## config.mk

```make
export PLATFORM = sky130hd
export DESIGN_NAME = key_press_classifier
export DESIGN_NICKNAME = d
export VERILOG_FILES = /design/src/rtl/key_pkg.sv /design/src/rtl/tick_gen.sv /design/src/rtl/key_press_classifier.sv
export SDC_FILE = /design/constraint.sdc
export NUM_CORES = 1
export LEC_CHECK = 0
export ABC_AREA = 1
export CAP_MARGIN = 10
export CORE_ASPECT_RATIO = 0.6
export CORE_MARGIN = 1.5
export CORE_UTILIZATION = 56
export CTS_CLUSTER_SIZE = 40
export DETAILED_ROUTE_END_ITERATION = 6
export PLACE_DENSITY = 0.79
export SLEW_MARGIN = 20
export SYNTH_ARGS = -nofsm -noshare
export SYNTH_HDL_FRONTEND = slang
export SYNTH_HIERARCHICAL = 1
export SYNTH_SLANG_ARGS = --single-unit
```

## constraint.sdc

```tcl
create_clock -name clk -period 2.9 [get_ports clk]
set_input_delay 0.29 -clock clk [delete_from_list [all_inputs] [get_ports clk]]
set_output_delay 0.29 -clock clk [all_outputs]
set_load 0.01 [all_outputs]
```

## src/rtl/key_pkg.sv

```systemverilog
// Shared encodings for the keypad press classifier: per-channel hold levels,
// FSM state codes and the default scanner code map.
package key_pkg;

  localparam logic [1:0] KEY_RELEASED = 2'd0;
  localparam logic [1:0] KEY_SHORT    = 2'd1;
  localparam logic [1:0] KEY_LONG     = 2'd2;

  localparam logic [1:0] ST_IDLE     = 2'd0;
  localparam logic [1:0] ST_DEBOUNCE = 2'd1;
  localparam logic [1:0] ST_SHORT    = 2'd2;
  localparam logic [1:0] ST_LONG     = 2'd3;

  // Channel 0 sits in the low nibble: ch0=D, ch1=5, ch2=8, ch3=A, ch4=0, ch5=9.
  localparam logic [23:0] DEFAULT_KEY_CODES = {4'h9, 4'h0, 4'hA, 4'h8, 4'h5, 4'hD};

endpackage

```

## src/rtl/tick_gen.sv

```systemverilog
// Free-running divider producing a one-clk tick every TICK_DIV clocks;
// shared with the display scan logic.
module tick_gen #(
  parameter int TICK_DIV = 50000
) (
  input  logic clk,
  input  logic reset,
  output logic tick
);

  localparam int CW = (TICK_DIV > 2) ? $clog2(TICK_DIV) : 1;

  logic [CW-1:0] cnt;

  assign tick = (cnt == CW'(TICK_DIV - 1));

  always_ff @(posedge clk) begin
    if (reset)
      cnt <= '0;
    else if (tick)
      cnt <= '0;
    else
      cnt <= cnt + 1'b1;
  end

endmodule

```

## src/rtl/key_press_classifier.sv

```systemverilog
// Debounces the scanner's active key code against a channel map and reports
// per-channel hold level plus press/click/long/repeat/release pulses.
//
//  state    | meaning
//  IDLE     | no mapped key held
//  DEBOUNCE | mapped key seen, waiting for DEBOUNCE_TICKS stable samples
//  SHORT    | press accepted, counting toward long-press
//  LONG     | long-held, emitting repeat pulses every REPEAT_TICKS
module key_press_classifier
  import key_pkg::*;
#(
  parameter int NUM_KEYS       = 6,
  parameter int CODE_W         = 4,
  parameter logic [NUM_KEYS*CODE_W-1:0] KEY_CODES = DEFAULT_KEY_CODES,
  parameter int TICK_DIV       = 50000,
  parameter int DEBOUNCE_TICKS = 20,
  parameter int LONG_TICKS     = 1000,
  parameter int REPEAT_TICKS   = 200,
  parameter int CNT_W          = 16
) (
  input  logic                    clk,
  input  logic                    reset,
  input  logic                    key_valid,
  input  logic [CODE_W-1:0]       key_code,
  output logic [2*NUM_KEYS-1:0]   key_state,
  output logic [NUM_KEYS-1:0]     press_pulse,
  output logic [NUM_KEYS-1:0]     click_pulse,
  output logic [NUM_KEYS-1:0]     long_pulse,
  output logic [NUM_KEYS-1:0]     repeat_pulse,
  output logic [NUM_KEYS-1:0]     release_pulse
);

  localparam int CH_W  = (NUM_KEYS > 1) ? $clog2(NUM_KEYS) : 1;
  localparam int REP_W = (REPEAT_TICKS > 1) ? $clog2(REPEAT_TICKS + 1) : 1;

  if (LONG_TICKS <= DEBOUNCE_TICKS || (LONG_TICKS >> CNT_W) != 0) begin : g_bad_long
    $error("key_press_classifier: LONG_TICKS must exceed DEBOUNCE_TICKS and fit in CNT_W bits");
  end
  if (TICK_DIV < 2 || DEBOUNCE_TICKS < 1) begin : g_bad_timing
    $error("key_press_classifier: TICK_DIV must be >= 2 and DEBOUNCE_TICKS >= 1");
  end

  logic tick;

  tick_gen #(.TICK_DIV(TICK_DIV)) u_tick_gen (
    .clk   (clk),
    .reset (reset),
    .tick  (tick)
  );

  logic [1:0]       st, st_n;
  logic [CH_W-1:0]  cur_ch, ch_n, hit_ch;
  logic [CNT_W-1:0] hold_cnt, hold_n, hold_inc;
  logic [REP_W-1:0] rep_cnt, rep_n, rep_inc;
  logic             hit;
  logic [NUM_KEYS-1:0] press_n, click_n, long_n, repeat_n, release_n;
  logic [2*NUM_KEYS-1:0] state_n;

  function automatic logic [NUM_KEYS-1:0] ch_bit(input logic [CH_W-1:0] ch);
    ch_bit = '0;
    for (int i = 0; i < NUM_KEYS; i++)
      if (ch == CH_W'(i)) ch_bit[i] = 1'b1;
  endfunction

  // Scan from the top so the lowest matching channel wins on duplicate codes.
  always_comb begin
    hit    = 1'b0;
    hit_ch = '0;
    for (int i = NUM_KEYS - 1; i >= 0; i--) begin
      if (key_valid && key_code == KEY_CODES[i*CODE_W +: CODE_W]) begin
        hit    = 1'b1;
        hit_ch = CH_W'(i);
      end
    end
  end

  assign hold_inc = hold_cnt + 1'b1;
  assign rep_inc  = rep_cnt + 1'b1;

  always_comb begin
    st_n      = st;
    ch_n      = cur_ch;
    hold_n    = hold_cnt;
    rep_n     = rep_cnt;
    press_n   = '0;
    click_n   = '0;
    long_n    = '0;
    repeat_n  = '0;
    release_n = '0;
    if (tick) begin
      case (st)
        ST_IDLE: begin
          if (hit) begin
            ch_n   = hit_ch;
            hold_n = CNT_W'(1);
            if (DEBOUNCE_TICKS <= 1) begin
              st_n    = ST_SHORT;
              press_n = ch_bit(hit_ch);
            end else begin
              st_n = ST_DEBOUNCE;
            end
          end
        end
        ST_DEBOUNCE: begin
          if (!hit) begin
            st_n   = ST_IDLE;
            hold_n = '0;
          end else if (hit_ch == cur_ch) begin
            hold_n = hold_inc;
            if (hold_inc >= CNT_W'(DEBOUNCE_TICKS)) begin
              st_n    = ST_SHORT;
              press_n = ch_bit(cur_ch);
            end
          end else begin
            ch_n   = hit_ch;
            hold_n = CNT_W'(1);
          end
        end
        ST_SHORT, ST_LONG: begin
          if (!hit) begin
            st_n      = ST_IDLE;
            hold_n    = '0;
            rep_n     = '0;
            release_n = ch_bit(cur_ch);
            if (st == ST_SHORT) click_n = ch_bit(cur_ch);
          end else if (hit_ch != cur_ch) begin
            // Old channel releases now; the new one must re-debounce before its press.
            st_n      = ST_DEBOUNCE;
            ch_n      = hit_ch;
            hold_n    = CNT_W'(1);
            rep_n     = '0;
            release_n = ch_bit(cur_ch);
          end else if (st == ST_SHORT) begin
            hold_n = hold_inc;
            if (hold_inc >= CNT_W'(LONG_TICKS)) begin
              st_n   = ST_LONG;
              long_n = ch_bit(cur_ch);
              rep_n  = '0;
            end
          end else begin
            if (hold_cnt != '1) hold_n = hold_inc;
            if (REPEAT_TICKS > 0) begin
              if (rep_inc >= REP_W'(REPEAT_TICKS)) begin
                rep_n    = '0;
                repeat_n = ch_bit(cur_ch);
              end else begin
                rep_n = rep_inc;
              end
            end
          end
        end
        default: st_n = ST_IDLE;
      endcase
    end
  end

  always_comb begin
    state_n = '0;
    for (int i = 0; i < NUM_KEYS; i++) begin
      state_n[2*i +: 2] = KEY_RELEASED;
      if (ch_n == CH_W'(i)) begin
        if (st_n == ST_SHORT)     state_n[2*i +: 2] = KEY_SHORT;
        else if (st_n == ST_LONG) state_n[2*i +: 2] = KEY_LONG;
      end
    end
  end

  always_ff @(posedge clk) begin
    if (reset) begin
      st            <= ST_IDLE;
      cur_ch        <= '0;
      hold_cnt      <= '0;
      rep_cnt       <= '0;
      key_state     <= '0;
      press_pulse   <= '0;
      click_pulse   <= '0;
      long_pulse    <= '0;
      repeat_pulse  <= '0;
      release_pulse <= '0;
    end else begin
      st            <= st_n;
      cur_ch        <= ch_n;
      hold_cnt      <= hold_n;
      rep_cnt       <= rep_n;
      key_state     <= state_n;
      press_pulse   <= press_n;
      click_pulse   <= click_n;
      long_pulse    <= long_n;
      repeat_pulse  <= repeat_n;
      release_pulse <= release_n;
    end
  end

endmodule

```

==> results.md <==
* Status: finished clean
* Iter 0 DRT Violations at 370
* Layout area overhead at 20.52%
* Post-synth top area share at 0.4128
* Worst Skew at 5.460 ps
* Mapped cell area at 4219 um^2
* Htree depth at 3
* Slew @ Worst Pin at 504.5 ps
* Main combinational cell family by area after synthesis: simple AND/OR/NAND/NOR gates
* CP top delay family: simple AND/OR/NAND/NOR gates
* CP Cell Sequence: ha_1, nand3_2, or2_2, nor2_2, inv_1, nor2_1, inv_1, o21ai_1, inv_1, nor2_1, nand2_1, nor2_1
* GRT Total Usage at 0.2511
* Final Max Tran Viols at 0
* Slowest-stage cell, CP: dfxtp_1
* FP Rows at 24
* Power Dens Cells at 471.9 nW/um^2
* Worst Hold Launch: u_tick_gen/cnt[0]
* Critical path class: reg2reg
* Fraction of the mapped netlist area in adder cells at 0.01483
* Unrepaired setup endpoints after global routing: no
* Share of cells above drive strength 1 at 0.1138
* Sequential Power Share at 0.501
* TritonCTS clock tree: yes
* Routed wire per std cell at 12.78 um
* Gpl congestion at 0.9209
* Syn_area_per_cell at 7.032 um^2
* Crit path launch: u_tick_gen/cnt[0]
* Switch Pwr at 0.5742 mW
* Post-route insts no fill at 763
* Synth cell types at 33
* Buf+Inv Stages, Crit Path at 3
* Multiplexer share of the synthesized area at 0
* Worst vdd ir at 0.0003893 V
* # diodes at 0
* Grt ovf at 0
* Final WL at 9753 um
* Combinational share of power at 0.028
* Num Clock Sinks at 87
* CTS buffer count at 9
* HP Class: reg2reg
* Synthesized flop and latch total at 87
* Root buf cell: clkbuf_16
* Internal power at 1.825 mW
* Largest net degree at the start of global routing at 25
* Type of origin of the critical path: flop
* Sw Ratio at 0.2393
* Max clock buf depth at 2
* Worst setup EP type: flop
* Via density per instance at 5.144
* Synthesized netlist cell count at 600
* Leak pwr at 1.953 nW
* Slack of the critical path at 422.9 ps
* Minimum clock period at 2477 ps
* Clock-pin slew on the worst setup and hold paths at 70 ps
* Xor-xnor portion of the synthesized cell area at 0.02076
* Clk pwr share at 0.472
* Fmax achieved at 403.7 MHz
* Simple-Gate Fraction of Synth Area at 0.4001
* MaxCap Viol Count at 0
* Chip height at 70.24 um
* Total Nets Final at 666
* Die ar. at 8081 um^2
* Worst path required time at 3170 ps
* Final setup violation count at 0
* Final hold violation count at 0
* Worst slack, placed at 281.5 ps
* Initial antenna violation count at 0
* Vias at 3,925
* Relative slew slack at 0.6605
* Area after DPL at 4786 um^2
* Max stage delay on crit path at 400 ps
* Number of port buffers at 48
* First-pass GRT wire length at 15,990 um
* DRT Pass-1 Iters at 5
* Die Width at 115.1 um
* Critical Path AT at 2750 ps
* Initial Util at 0.5806
* Drt drc at 0
* Crit path max fanout at 5
* Setup TNS at 0 ps
* I/O pin cnt at 49
* Mapped Nets at 612
* Area leader, netlist: dfxtp_1
* Crit share post-route at 0.8542
* Seq/Total Area, Yosys at 0.4128
* Warnings from Yosys at 6
* Clock latency on the worst-skew pair at 340 ps
* Total power at 2.400 mW
* Detailed placement HPWL at 7063 um
* Final instance area at 5085 um^2
* Final ANT Viol Nets at 0
* Fillers at 614
* Compound-cell area share of the yosys netlist at 0.07473
* Placed Cells at 747
* CORE AREA at 7267 um^2
* Largest cells by area after synthesis: dfxtp_1, nand2_1, nor2_1, inv_1, nand3_1
* RR Startpoint: u_tick_gen/cnt[0]
* Via count of the first global-routing pass at 3,428
[worst reg2reg max path: stages, from the launching register on]
cell and delay, ps:
dfxtp_1 400, ha_1 220, nand3_2 140, or2_2 340
nor2_2 240, inv_1 150, nor2_1 120, inv_1 80
o21ai_1 250, inv_1 100, nor2_1 160, nand2_1 100
nor2_1 130
[cell usage in the layout (no fill, tap or decap), types with 8 or more instances in the layout]
cell / count
a21oi_1: 40
clkbuf_16: 9
clkdlybuf4s50_1: 48
dfxtp_1: 87
inv_1: 63
nand2_1: 133
nand2_2: 8
nand3_1: 47
nand4_1: 14
nor2_1: 110
nor2_2: 19
o21ai_0: 8
o21ai_1: 10
[Yosys cell counts]
master      n
nor4_1      1
nor2_2     18
clkinv_2    2
xor2_1      7
nand3b_1    4
o21ai_1     9
a21oi_2     2
buf_2       1
nor2_4      4
inv_1      63
o21ai_0     9
nand4_1    14
nand3_4     2
inv_2       3
nor2_1    111
a22oi_1     1
clkbuf_1    3
nor3_2      7
nand2_1   133
or2_2       2
nand3_2     3
nand2_4     3
nand2_2     8
buf_4       1
nand3_1    47
a21oi_1    40
buf_12      1
and2_4      1
nor3_1      3
ha_1        5
xnor2_1     3
buf_6       2
dfxtp_1    87
[what timing repair did]
item,4_1_cts,5_1_grt
hold buffers,0,0
gates resized for setup,0,2
setup endpoints to repair,0,4
setup buffers,0,0
[metrics by stage]
step	hold slack (ps)	utilization
global route	506.7	0.6997
CTS	482.5	0.6994
global placement	451.7	0.6586
finish	480.3	0.6997
floorplan	439.1	-
detailed placement	464.8	0.6586
[cell type report]
cell class,count,area (um^2),share of cell area
clock buffer,9,225.2,0.04429
clock inverter,7,71.32,0.01403
inverter,68,257.7,0.05069
multi-input combinational,437,2156,0.4240
sequential,87,1742,0.3425
tap,104,130.1,0.02559
timing repair buffer,51,503.0,0.09892
[kinds of logic (layout without fill, tap and decap cells)]
kind of cell	count (synthesis)	count (layout)
AO/OA/AOI/OAI	61	61
XOR/XNOR	10	10
adder cells (fa/ha/maj)	5	5
buffers and inverters	76	135
flip-flops	87	87
AND/OR/NAND/NOR	361	361
[layer usage]
layer	share of wire	track usage	vias to the layer above	routed length, um
li1	-	-	2017	-
met1	0.50	0.3718	1736	4848
met5	0	0	-	0
met3	0.073	0.06163	13	712
met2	0.42	0.3578	159	4088
met4	0.011	0.07956	0	103
[final timing paths]
check	slack [ps]	cells past startpoint	end
min reg2reg	480	1	u_tick_gen/cnt[0]
min	480	1	u_tick_gen/cnt[0]
max reg2reg	420	12	key_state[8]
max	420	12	key_state[8]
[power by group through the flow]
stage               combinational [mW]  clock [mW]  sequential [mW]
floorplan                       0.0468           0             1.23
global placement                0.0627           0             1.23
detailed placement              0.0650           0             1.23
CTS                             0.0653        1.15             1.20
global route                    0.0733        1.19             1.20
finish                          0.0661        1.13             1.20
[state kept, by name, indices dropped and copies added, names as in the netlist, named ones only]
name and flops:
rep_cnt 8, release_pulse 6, long_pulse 6, st 1, repeat_pulse 6, hold_cnt 16, press_pulse 6, cur_ch 3
u_tick_gen/cnt 16, key_state 12, click_pulse 6
Note: power is estimated with default switching activity, not from simulation.
